**src/rtl/dp_result_collector.sv**
```systemverilog
// dp_result_collector
// Terminal stage of the iterative series datapath. Finished results (live and
// not recirculating) are queued in a small show-ahead FIFO and handed to the
// consumer over valid/ready. The upstream pipeline cannot stall, so a result
// arriving at a full FIFO with no same-cycle pop is dropped and counted.
// The head entry is held in its own register so out_* come straight from
// flops with no path from in_*.

module dp_result_collector #(
  parameter int DEPTH = 4,
  parameter bit SAT   = 1'b1
) (
  input  logic                     clk,
  input  logic                     rst,
  input  logic [31:0]              in_sum,
  input  logic                     in_overflow,
  input  logic [2:0]               in_i,
  input  logic                     in_flag_next,
  input  logic                     in_valid,
  output logic [31:0]              out_data,
  output logic                     out_overflow,
  output logic [2:0]               out_i,
  output logic                     out_valid,
  input  logic                     out_ready,
  output logic [$clog2(DEPTH):0]   count,
  output logic                     full,
  output logic                     drop_err,
  input  logic                     clr_err,
  output logic [7:0]               drop_cnt
);

  localparam int AW = $clog2(DEPTH);
  localparam int CW = AW + 1;
  localparam logic [CW-1:0] FULL_CNT = CW'(DEPTH);
  localparam logic [31:0]   SAT_VAL  = 32'h7FFF_FFFF;

  // entry layout: {iteration index, overflow, data}
  logic [35:0]   mem_q [DEPTH];
  logic [AW-1:0] rd_ptr_q, rd_ptr_d;
  logic [AW-1:0] wr_ptr_q, wr_ptr_d;
  logic [CW-1:0] count_q, count_d;
  logic [35:0]   head_q, head_d;
  logic          drop_err_q, drop_err_d;
  logic [7:0]    drop_cnt_q, drop_cnt_d;

  logic          res, pop, push, drop;
  logic [35:0]   wr_entry;

  assign out_valid    = (count_q != '0);
  assign full         = (count_q == FULL_CNT);
  assign count        = count_q;
  assign out_data     = head_q[31:0];
  assign out_overflow = head_q[32];
  assign out_i        = head_q[35:33];
  assign drop_err     = drop_err_q;
  assign drop_cnt     = drop_cnt_q;

  // Handshake qualifiers and next-state for pointers, occupancy, head and drop status.
  always_comb begin
    res      = in_valid & ~in_flag_next;
    pop      = out_valid & out_ready;
    push     = res & (~full | pop);
    drop     = res & full & ~pop;
    wr_entry = {in_i, in_overflow, (SAT && in_overflow) ? SAT_VAL : in_sum};

    rd_ptr_d = pop  ? rd_ptr_q + AW'(1) : rd_ptr_q;
    wr_ptr_d = push ? wr_ptr_q + AW'(1) : wr_ptr_q;

    count_d = count_q;
    case ({push, pop})
      2'b10:   count_d = count_q + CW'(1);
      2'b01:   count_d = count_q - CW'(1);
      default: count_d = count_q;
    endcase

    // The new head may be the slot being written this very cycle (push into
    // an empty FIFO, or push+pop with a single entry), so bypass it.
    if (push && (wr_ptr_q == rd_ptr_d)) head_d = wr_entry;
    else                                 head_d = mem_q[rd_ptr_d];

    drop_err_d = drop_err_q;
    drop_cnt_d = drop_cnt_q;
    if (clr_err) begin
      drop_err_d = drop;
      drop_cnt_d = drop ? 8'd1 : 8'd0;
    end else if (drop) begin
      drop_err_d = 1'b1;
      if (drop_cnt_q != 8'hFF) drop_cnt_d = drop_cnt_q + 8'd1;
    end
  end

  // Control and head register, synchronously reset.
  always_ff @(posedge clk) begin
    if (rst) begin
      rd_ptr_q   <= '0;
      wr_ptr_q   <= '0;
      count_q    <= '0;
      head_q     <= '0;
      drop_err_q <= 1'b0;
      drop_cnt_q <= 8'd0;
    end else begin
      rd_ptr_q   <= rd_ptr_d;
      wr_ptr_q   <= wr_ptr_d;
      count_q    <= count_d;
      head_q     <= head_d;
      drop_err_q <= drop_err_d;
      drop_cnt_q <= drop_cnt_d;
    end
  end

  // Storage array; contents survive reset since only the pointers matter.
  always_ff @(posedge clk) begin
    if (!rst && push) mem_q[wr_ptr_q] <= wr_entry;
  end

endmodule

```
**config.mk**
```make
export PLATFORM = sky130hd
export DESIGN_NAME = dp_result_collector
export DESIGN_NICKNAME = d
export VERILOG_FILES = /design/src/rtl/dp_result_collector.sv
export SDC_FILE = /design/constraint.sdc
export NUM_CORES = 1
export LEC_CHECK = 0
export BUFFER_PORTS_ARGS = -buffer_cell sky130_fd_sc_hd__buf_2
export CORE_ASPECT_RATIO = 1.75
export CORE_UTILIZATION = 50
export DETAILED_ROUTE_END_ITERATION = 10
export PLACE_DENSITY = 0.65
export SYNTH_ARGS = -nofsm -noshare
export SYNTH_HDL_FRONTEND = slang
export SYNTH_SLANG_ARGS = --single-unit
```
**constraint.sdc**
```tcl
create_clock -name clk -period 2.6 [get_ports clk]
set_input_delay 0.26 -clock clk [delete_from_list [all_inputs] [get_ports clk]]
set_output_delay 0.26 -clock clk [all_outputs]
set_load 0.1 [all_outputs]
```
# Word-level counts from Yosys, hierarchy flattened
# Memory sizes are Yosys's and may differ from the RTL's. A register that Yosys moved wholly into a read port is not among the register bits.
# Index checks and enable logic that the tools add are counted.
[totals]
reg_bits = 16
ramBits = 144
n_memories = 1
inputBits = 42
output_inout_bits = 50
[op_classes]
add_sub_neg = 5
muxes = 11
bitwise = 9
n_eq_ne = 4
n_reduce_logical = 7
[mem_list]
columns = ["memory", "words", "width", "rd", "rd_clocked_by_memory_dff", "write_ports", "line_no", "rtl"]
rows = [
  ["mem_q", 4, 36, 1, 1, 1, "38", "logic [35:0] mem_q [DEPTH];"],
]
[ops]
columns = ["cell", "count"]
rows = [
  ["$mux W32", 1],
  ["$mux W8", 3],
  ["$add A8 B1 Y8 const B", 1],
  ["$ne A8 B8 Y1 const B", 1],
  ["$pmux W3 S2", 1],
  ["$reduce_bool A2 Y1", 3],
  ["$and A1 B1 Y1", 5],
  ["$mux W1", 5],
  ["$add A2 B1 Y2 const B", 2],
  ["$add A3 B1 Y3 const B", 1],
  ["$eq A3 B3 Y1 const B", 1],
  ["$not A1 Y1", 3],
  ["$reduce_bool A3 Y1", 1],
  ["$sub A3 B1 Y3 const B", 1],
  ["$eq A2 B1 Y1 const B", 1],
  ["$eq A2 B2 Y1 const B", 1],
  ["$mux W2", 1],
  ["$reduce_and A2 Y1", 1],
  ["$logic_and A1 B1 Y1", 1],
  ["$logic_not A1 Y1", 1],
  ["$or A1 B1 Y1", 1],
]

# Longest topological paths before layout
# Gate-level depths: netlist of run 1.
[logic_depth]
ltp_word = 7
mapped_depth = 9
depth_no_buf = 8

# Worst setup path before layout of run 1
# No wires, ideal clock.
[synth_timing]
path_type = "reg-to-reg"
startpoint = "reg count_q[0] (netlist: count[0])"
endpoint = "mem mem_q[1][0] (enable)"
path_stages_with_launch = 4
setup_slack_ns = -0.301
arrival_ns = 2.504
period_less_slack_ns = 2.901
required_ns = 2.203
cell_sequence = "dfxtp_1 -> nor4b_2 -> nor3_1 -> and2_1"
[synth_between]
elab_chain_len = 7
elab_cells_between_ends = 9
cone_classes = "1 x eq/ne; 2 x mux; 4 x bitwise; 2 x reduce/logical"
[synth_lines]
columns = ["item", "line_no", "rtl"]
rows = [
  ["start: declaration", "41", "logic [CW-1:0] count_q, count_d;"],
  ["start signal: assignment", "104", "count_q <= count_d;"],
  ["$reduce_bool A3 Y1 or $eq A3 B3 Y1 (tied branches)", "49, 50", ""],
  ["$and A1 B1 Y1 or $not A1 Y1 (tied branches)", "61, 62", ""],
  ["$or A1 B1 Y1 (*)", "62", "push = res & (~full | pop);"],
  ["$and A1 B1 Y1 (*)", "62", ""],
  ["$logic_and A1 B1 Y1 (*)", "113", "if (!rst && push) mem_q[wr_ptr_q] <= wr_entry;"],
  ["$mux W1 (*)", "113", ""],
  ["$mux W1 (not written as such) (*)", "113", ""],
  ["end: declaration", "38", ""],
]
# Every way passes the cells marked *; elsewhere a longest branch is shown, timed or not.

# Final worst setup path of run 1
[layout_timing]
startpoint = "reg count_q[2] (netlist: count[2])"
endpoint = "reg head_q[5] (read register of mem_q)"
[layout_between]
elab_chain_len = 3
[layout_lines]
columns = ["item", "line_no", "rtl"]
rows = [
  ["$reduce_bool A3 Y1", "49", "assign out_valid = (count_q != '0);"],
  ["$and A1 B1 Y1", "61", "pop = out_valid & out_ready;"],
  ["$mux W2", "66", "rd_ptr_d = pop ? rd_ptr_q + AW'(1) : rd_ptr_q;"],
  ["end: declaration", "42", "logic [35:0] head_q, head_d;"],
]
# No other way between the ends.
# A chain may end at the register's enable or synchronous reset.

==> reports/summary.txt, run 1 <==
status - finished, final reports clean
end of the worst hold path - drop_cnt[0]
total grt overflow - 0
#FFs+latches synth - 196
first drt pass iteration count - 6
Crit. Startpoint - count[2]
r2r setup slk - 0.48 ns
WP buf/inv - 2
post-route ant nets - 0
Die X - 104 um
critical path capture point type - flip-flop
Slew Limit Fails - 0
hold path start - clr_err
Post-Route WL - 22700 um
WL/cell - 18.7 um
CTS tree - done
sequential fraction of the synthesis area - 58.8%
syn_area_per_cell - 10.1 sq um
Core ar. - 18000 sq um
Critical Path RT - 2.96 ns
R2R depth - 7
RR Startpoint - count[2]
Worst Hold Class - in -> reg
Ports - 92
slowest stage cell on the critical path - o31ai_4
Rel. slew slack - 52.2%
P_leak - 3.58 nW
Root Buffer - clkbuf_16
critical path class - reg -> reg
post-synthesis cell count - 901
Die Height - 181 um
via count of the first global-routing pass - 7163
filler cell count - 1546
Worst VDD drop - 0.00122 V
total power - 12.6 mW
area grow syn2layout - 15.3%
final setup vio count - 0
DRC - 0
hold buffers post-CTS - 0
Synth top area share - 47.4%
post-synth top area cell - edfxtp_1
gr usage total - 25.5%
final period demand of the worst path - 2.12 ns
actual slew at the worst max-slew pin - 0.716 ns
max-cap violation count - 0
Post-Syn Nets - 949
RSZ-0062 raised after global routing - no
H-tree levels - 4
CTS sink count - 196
Achievable Freq - 473 MHz
CP Cell Sequence - o31ai_4, buf_12, buf_4, nor3_1, nor4_1, nand4_1, a21oi_1
Worst Path Max Fanout - 30
CP startpoint kind - flip-flop
FFs w/ async S/R, synth - 0%
Reg area - 5370 sq um
DR iter-0 viols - 409
num rows - 65
max incr delay on CP - 0.53 ns
Worst-path clk slew - 0.07 ns
vias per cell - 5.88
nets - 1014
multi-input logic area - 3390 sq um
setup TNS - 0 ns
die area - 18800 sq um
initial antenna violation count - 1
final clock skew - 0.00835 ns
IO Port Bufs - 91
Skew-Pair Late Insertion Delay - 0.44 ns
Final Core Density - 58.5%
Starting Density - 50.7%
ys flop type - edfxtp_1
Min Hold Slack - 0.0431 ns
Post-synth EDFFs - 144
Ys Warns - 0
top cells by area, synth - edfxtp_1 47%, dfxtp_1 11%, nor3_1 10%, nand2_1 4.6%, nor3b_1 3.0%
synth unique cells - 39
global-route wire length before repair - 37300 um
period utilisation layout - 81.4%
Post-Syn Area - 9120 sq um
FF-to-FF End - head_q[5]
vias - 7134
cts repair resizes - 0
hold path cells - 2
postcts setup bufs - 0
largest net degree at the start of global routing - 81
delay-heaviest family, CP - compound AO/OA/AOI/OAI gates
GP Congestion - 0.756
HPWL Detailed - 13800 um
PwrDens - 1200 nW/um^2
Num CTS Buffers - 17
critical path arrival - 2.48 ns
layout cells sized above 1 - 20.8%
final hold viol count - 0
Clock Path Buffers - 2
[cells in the mapped netlist (20+ instances only)]
cell        n
nand4_1    38
clkbuf_1   47
nor3b_1    36
a21oi_1    40
nand2_1   111
o21ai_0    34
dfxtp_1    52
or2_2      33
edfxtp_1  144
nand3_1    36
nor3_1    182
buf_2      27
nor2_1     20
nor4_1     38
[registers in the layout, summed over array words and instances (netlist names)]
signal,cells
drop_cnt,8
mem_q,144
head_q,36
count,3
wr_ptr_q,2
drop_err,1
rd_ptr_q,2
[layout make-up]
type	instances	share of cell area [%]
Clock inverter	12	1.48
Clock buffer	20	4.16
Antenna cell	1	0.0238
Timing Repair Buffer	127	7.98
Sequential cell	196	51.1
Tap cell	234	2.79
Inverter	5	0.179
Multi-Input combinational cell	619	32.3
[kinds of logic (layout without fill, tap and decap cells)]
logic type | after synthesis | count (layout) | share of synthesized area [%]
fa+ha+maj | 6 | 6 | 0.906
simple gates | 514 | 514 | 29.4
flops | 196 | 196 | 58.8
mux | 1 | 1 | 0.110
buf+inv | 86 | 164 | 4.12
compound gates | 83 | 83 | 5.05
xor+xnor | 15 | 15 | 1.59
other cells | 0 | 1 | 0
[metal layers]
metal | vias to the layer above | GRT usage, % | wire length (um)
li1 | 3440 | - | -
met1 | 3423 | 29.5 | 8850
met2 | 232 | 45.4 | 12000
met3 | 39 | 5.32 | 1310
met4 | 0 | 10.7 | 515
met5 | - | 0 | 0
[metrics by stage]
step	std cells	instance area, sq um	setup WS (ns)
floorplan	901	9130	0.311
global route	1213	10500	0.315
detailed placement	1181	9910	0.508
global placement	1181	9910	0.548
finish	1214	10500	0.484
CTS	1213	10500	0.493
[worst reg2reg max path, cell delays in order (launching register included)]
cell and delay [ns]:
dfxtp_2 0.37, o31ai_4 0.53, buf_12 0.26, buf_4 0.26
nor3_1 0.08, nor4_1 0.26, nand4_1 0.13, a21oi_1 0.16
[power breakdown]
group	leakage [nW]	total [mW]	switching (mW)	internal [mW]
logic	1.58	6.07	4.60	1.46
registers	1.71	3.90	0.194	3.71
clock network	0.285	2.67	1.15	1.52
[how the worst max path moves through the flow]
stage,endpoint,cells after the start
after global routing,head_q[4],7
final,head_q[5],7
after detailed placement,head_q[4],7
after floorplan,count[2],9
after global placement,count[2],9
after CTS,head_q[4],7
[layout by cell type (no fill, tap or decap), drive strengths merged, types with 33 or more instances in the layout]
| cell | netlist | final |
|---|---|---|
| nor3 | 182 | 182 |
| nand2 | 111 | 111 |
| nor3b | 36 | 36 |
| a21oi | 40 | 40 |
| or2 | 33 | 33 |
| dfxtp | 52 | 52 |
| o21ai | 36 | 36 |
| buf | 34 | 127 |
| nor4 | 38 | 38 |
| nand4 | 38 | 38 |
| edfxtp | 144 | 144 |
| nand3 | 36 | 36 |
Power figures use the tool's default switching activity.
==> run 2, diff against run 1 <==
==> constraint.sdc (replaced) <==
create_clock -name clk -period 2.2 [get_ports clk]
set_input_delay 0.22 -clock clk [delete_from_list [all_inputs] [get_ports clk]]
set_output_delay 0.22 -clock clk [all_outputs]
set_load 0.1 [all_outputs]
==> reports/summary.txt, run 2 (synthesized netlist as in run 1, its figures left out) <==
Root Buffer - clkbuf_16
GP Congestion - 0.756 (about the same)
Die Height - 181 um (unchanged)
Skew-Pair Late Insertion Delay - 0.44 ns (about the same)
DRC - 0 (unchanged)
actual slew at the worst max-slew pin - 0.736 ns (+0.0195 ns)
Worst-path clk slew - 0.07 ns (about the same)
Flop pwr share - 30.4% (-0.5 points)
Int Pwr - 7.95 mW (+19%)
WL/cell - 19.2 um (+2.8%)
P_leak - 3.63 nW (+1.5%)
filler cell count - 1533 (-0.84%)
setup TNS - 0 ns (unchanged)
r2r setup slk - 0.16 ns (-0.33 ns)
Worst VDD drop - 0.00179 V (+47%)
Min Hold Slack - 0.0191 ns (-0.0241 ns)
Starting Density - 50.7% (unchanged)
Crit. Startpoint - count[1]
Clock Path Buffers - 2 (unchanged)
num rows - 65 (unchanged)
Net Sw Power - 7.22 mW (+21%)
Num CTS Buffers - 17 (unchanged)
global-route wire length before repair - 38000 um (+1.8%)
Slew Limit Fails - 0 (unchanged)
max reg flops - 144 (unchanged)
largest net degree at the start of global routing - 55 (-32%)
Core ar. - 18000 sq um (unchanged)
RSZ-0062 raised after global routing - no
CP startpoint kind - flip-flop
PwrDens - 1420 nW/um^2 (+18%)
final setup vio count - 0 (unchanged)
HPWL Detailed - 13800 um (+0.41%)
total grt overflow - 0 (unchanged)
multi-input logic area - 3400 sq um (+0.22%)
max-cap violation count - 0 (unchanged)
Gate power share - 49.5% (+1.5 points)
Achievable Freq - 489 MHz (+3.5%)
layout cells sized above 1 - 21.3% (+0.45 points)
Worst Path Max Fanout - 8 (-73%)
post-route ant nets - 0 (unchanged)
CTS tree - done
most frequent cells in the layout - 182 x nor3_1, 144 x edfxtp_1, 111 x nand2_1, 91 x buf_2, 48 x dfxtp_1
clock share of power - 20.1% (-1.0 points)
critical path capture point type - flip-flop
final period demand of the worst path - 2.04 ns (-0.0713 ns)
critical path arrival - 2.35 ns (-0.13 ns)
initial antenna violation count - 1 (unchanged)
critical path class - reg -> reg
FF-to-FF End - count[2]
gr busiest metal - met2
R2R depth - 9 (+2)
Rel. slew slack - 50.9% (-1.3 points)
met1 Use GR - 31.8% (+2.3 points)
IO Port Bufs - 91 (unchanged)
area grow syn2layout - 17.0%
ant diodes - 0 (-1)
Post-Route WL - 23400 um (+3.0%)
RR Startpoint - count[1]
gr usage total - 26.1% (+0.58 points)
Die X - 104 um (unchanged)
DR iter-0 viols - 532 (+30%)
Reg area - 5380 sq um (+0.14%)
Worst Hold Class - in -> reg
cts repair resizes - 0 (unchanged)
total power - 15.2 mW (+20%)
vias - 7295 (+2.3%)
fin worst setup slack - 0.155 ns (-0.329 ns)
worst setup path endpoint - count[2]
final hold viol count - 0 (unchanged)
period utilisation layout - 92.9% (+12 points)
Critical Path RT - 2.50 ns (-0.46 ns)
grt met2 use - 45.5% (+0.080 points)
nets - 1017 (+0.30%)
hold path start - in_i[1]
CTS sink count - 196 (unchanged)
first drt pass iteration count - 5 (-1)
Most flops, register - mem_q
pre-CTS WS - 0.200 ns (-0.308 ns)
status - finished, final reports clean
H-tree levels - 4 (unchanged)
vias per cell - 6.00 (+2.1%)
commonest non-fill, non-tap cell in the layout - nor3_1
Ports - 92 (unchanged)
Switching Fraction - 47.6% (+0.52 points)
final clock skew - 0.00883 ns (+0.000473 ns)
die area - 18800 sq um (unchanged)
met3 GRT Util - 4.30% (-1.0 points)
via count of the first global-routing pass - 7224 (+0.85%)
[run 2: cell count changes in the layout (fill, tap and decap cells not counted), sizes merged]
cell / before / now
inv: 8 / 12
bufinv: 3 / 1
clkbuf: 20 / 18
buf: 127 / 128
clkinvlp: 2 / 3
diode: 1 / 0
dlygate4sd3: 0 / 1
[run 2: metrics by stage]
stage	utilization, %	instance area, sq um	instances
floorplan	-	9130	901
detailed placement	55.9	10000	1180
global placement	55.9	10000	1180
global route	59.4	10700	1216
CTS	59.1	10600	1213
finish	59.4	10700	1216
[run 2: timing repair]
item                                   4_1_cts  5_1_grt
endpoints found under the hold margin        1        0
setup endpoints to repair                    0        2
hold buffers                                 1        0
buffers inserted                             0        2
[run 2: how the worst min path moves through the flow]
stage	to	slack [ns]	cells past startpoint
global route	mem_q[2][33]	0.01	1
CTS	mem_q[3][34]	0.007	1
finish	mem_q[0][34]	0.02	1
global placement	drop_cnt[0]	0.45	2
floorplan	drop_cnt[0]	0.31	1
detailed placement	drop_cnt[0]	0.46	2
[run 2: power by group through the flow]
stage	clock, mW	combinational [mW]	sequential, mW
2_1_floorplan	0	3.28	7.09
3_3_place_gp	0	7.33	4.70
3_5_place_dp	0	7.39	4.71
4_1_cts	3.09	7.40	4.63
5_1_grt	3.23	8.04	4.66
6_report	3.05	7.50	4.62
[run 2: worst max-delay path: stages (launching register included)]
cell and delay [ns]:
dfxtp_4 0.41, o31ai_4 0.13, buf_4 0.16, nor2_1 0.18, inv_1 0.08, fa_1 0.38, nor4_1 0.28, a21oi_1 0.08
xor2_1 0.15, nor2_1 0.05
[run 2: layout make-up]
type / count / area share (%)
Clock buffer: 17 / 3.99
Clock inverter: 15 / 1.37
Inverter: 5 / 0.176
Timing Repair Buffer: 130 / 9.43
Tap cell: 234 / 2.74
Multi-Input combinational cell: 619 / 31.9
Sequential cell: 196 / 50.4
[run 2: per-layer routing]
metal | share of wire (%) | wire length, um
met1 | 40 | 9430
met2 | 52 | 12200
met4 | 2.6 | 602
met3 | 4.8 | 1120
met5 | 0.047 | 11
==> run 3, diff against run 2 <==
--- a/config.mk
+++ b/config.mk
@@ -9,7 +9,9 @@
 export CORE_ASPECT_RATIO = 1.75
 export CORE_UTILIZATION = 50
 export DETAILED_ROUTE_END_ITERATION = 10
-export PLACE_DENSITY = 0.65
+export MAX_ROUTING_LAYER = met4
+export PLACE_DENSITY = 0.68
 export SYNTH_ARGS = -nofsm -noshare
 export SYNTH_HDL_FRONTEND = slang
 export SYNTH_SLANG_ARGS = --single-unit
+export TNS_END_PERCENT = 100
==> constraint.sdc (replaced) <==
create_clock -name clk -period 1.7 [get_ports clk]
set_input_delay 0.17 -clock clk [delete_from_list [all_inputs] [get_ports clk]]
set_output_delay 0.17 -clock clk [all_outputs]
set_load 0.1 [all_outputs]
==> reports/summary.txt, run 3 (synthesized netlist as in run 1, its figures left out) <==
status - finished with violations
failing checks - negative setup slack
CTS tree - done
final clock skew - 0.0119 ns (+0.00307 ns)
final hold viol count - 0 (unchanged)
Post-Route WL - 28200 um (+21%)
H-tree levels - 4 (unchanged)
period utilisation layout - 111% (+18 points)
Worst Path Max Fanout - 5 (-3)
Ports - 92 (unchanged)
max-cap violation count - 0 (unchanged)
Num CTS Buffers - 17 (unchanged)
Worst Hold Class - in -> reg
max reg flops - 144 (unchanged)
Min Hold Slack - 0.0440 ns (+0.0249 ns)
die area - 18800 sq um (unchanged)
ant diodes - 0 (unchanged)
R2R depth - 7 (-2)
Worst VDD drop - 0.00134 V (-25%)
critical path capture point type - flip-flop
filler cell count - 1248 (-19%)
vias per cell - 6.20 (+3.4%)
Die X - 104 um (unchanged)
most frequent cells in the layout - 151 x nor3_1, 144 x edfxtp_1, 109 x nand2_1, 89 x buf_2, 49 x buf_4
total grt overflow - 0 (unchanged)
IO Port Bufs - 91 (unchanged)
Root Buffer - clkbuf_16
Most flops, register - mem_q
CP startpoint kind - flip-flop
hold path cells - 2 (+1)
CTS sink count - 196 (unchanged)
Final Non-Filler Cells - 1319 (+8.5%)
Slew Limit Fails - 0 (unchanged)
via count of the first global-routing pass - 7754 (+7.3%)
gr usage total - 28.8% (+2.7 points)
Die Height - 181 um (unchanged)
critical path class - reg -> reg
Reg area - 5390 sq um (+0.30%)
final setup vio count - 168 (+168)
Starting Density - 50.7% (unchanged)
global-route wire length before repair - 40500 um (+6.7%)
GP Congestion - 0.812 (+7.4%)
first drt pass iteration count - 6 (+1)
P_leak - 4.48 nW (+23%)
fin worst setup slack - -0.182 ns (-0.337 ns)
post-route ant nets - 0 (unchanged)
pre-CTS WS - -0.193 ns (-0.393 ns)
WL/cell - 21.4 um (+11%)
Cells after DPL - 1227 (+4.0%)
Worst-path clk slew - 0.08 ns (about the same)
RSZ-0062 raised after global routing - yes
layout cells sized above 1 - 35.8% (+14 points)
Achievable Freq - 531 MHz (+8.7%)
vias - 8178 (+12%)
DR iter-0 viols - 844 (+59%)
DRC - 0 (unchanged)
multi-input logic area - 3860 sq um (+13%)
Final Core Density - 69.8% (+10 points)
commonest non-fill, non-tap cell in the layout - nor3_1
nets - 1120 (+10%)
Critical Path RT - 2.05 ns (-0.45 ns)
largest net degree at the start of global routing - 58 (+5.5%)
actual slew at the worst max-slew pin - 0.706 ns (-0.0294 ns)
HPWL Detailed - 14400 um (+4.5%)
PwrDens - 1830 nW/um^2 (+29%)
Rel. slew slack - 52.9% (+2.0 points)
final period demand of the worst path - 1.88 ns (-0.163 ns)
critical path arrival - 2.24 ns (-0.11 ns)
num rows - 65 (unchanged)
initial antenna violation count - 0 (-1)
area grow syn2layout - 37.6%
Clock Path Buffers - 2 (unchanged)
total power - 22.9 mW (+51%)
Core ar. - 18000 sq um (unchanged)
Skew-Pair Late Insertion Delay - 0.44 ns (about the same)
==> run 3: cell types whose count changed in the layout (fill, tap and decap cells not counted), sizes merged <==
| cell | before | now |
|---|---|---|
| and2 | 4 | 9 |
| buf | 128 | 216 |
| clkbuf | 18 | 27 |
| clkinvlp | 3 | 4 |
| dlygate4sd3 | 1 | 4 |
| inv | 12 | 9 |
==> run 3: power by group <==
part / internal (mW) / switching, mW
logic: 4.64 / 8.30
registers: 5.68 / 0.279
clock network: 2.12 / 1.92
total: 12.4 / 10.5
==> run 3: worst paths after layout <==
| check | startpoint | to | slack (ns) |
|---|---|---|---|
| setup / recovery | count[1] | drop_cnt[0] | -0.18 |
| hold / removal | in_sum[27] | mem_q[1][27] | 0.04 |
| setup reg to reg | count[1] | drop_cnt[0] | -0.18 |
| hold reg to reg | drop_err | drop_err | 0.48 |
==> run 3: area by class of cell <==
| type | instances | share of cell area, % |
|---|---|---|
| Tap cell | 234 | 2.33 |
| Clock buffer | 19 | 3.53 |
| Multi-Input combinational cell | 624 | 30.8 |
| Sequential cell | 196 | 43.0 |
| Clock inverter | 13 | 1.17 |
| Inverter | 5 | 0.180 |
| Timing Repair Buffer | 228 | 19.0 |
==> run 3: timing repair <==
item,in CTS,in global routing
cloned,6,13
hold endpoints to repair,13,0
pin swaps,55,28
setup endpoints to repair,190,175
setup buffers,29,8
gates resized for setup,81,63
hold buffers,4,0
==> run 3: critical path: stages (launching register included) <==
cell and delay [ns]:
dfxtp_4 0.37, buf_6 0.12, or4b_4 0.52, a211oi_4 0.22, buf_6 0.16, xor2_1 0.15
nor2_1 0.06, a211oi_2 0.19
==> run 3: routing by layer <==
layer	track usage, %	part of all wire (%)	up-vias
li1	-	-	3665
met1	32.4	36	3950
met2	50.2	53	472
met3	5.03	7.3	91
met4	12.0	3.2	0
met5	-	0	-
==> run 3: through the flow <==
stage               setup TNS [ns]  instance area, sq um
floorplan                    -3.29                  9190
detailed placement          -16.85                 10500
finish                      -17.40                 12500
CTS                          -9.24                 11900
global route                -24.63                 12500
global placement             -5.93                 10500
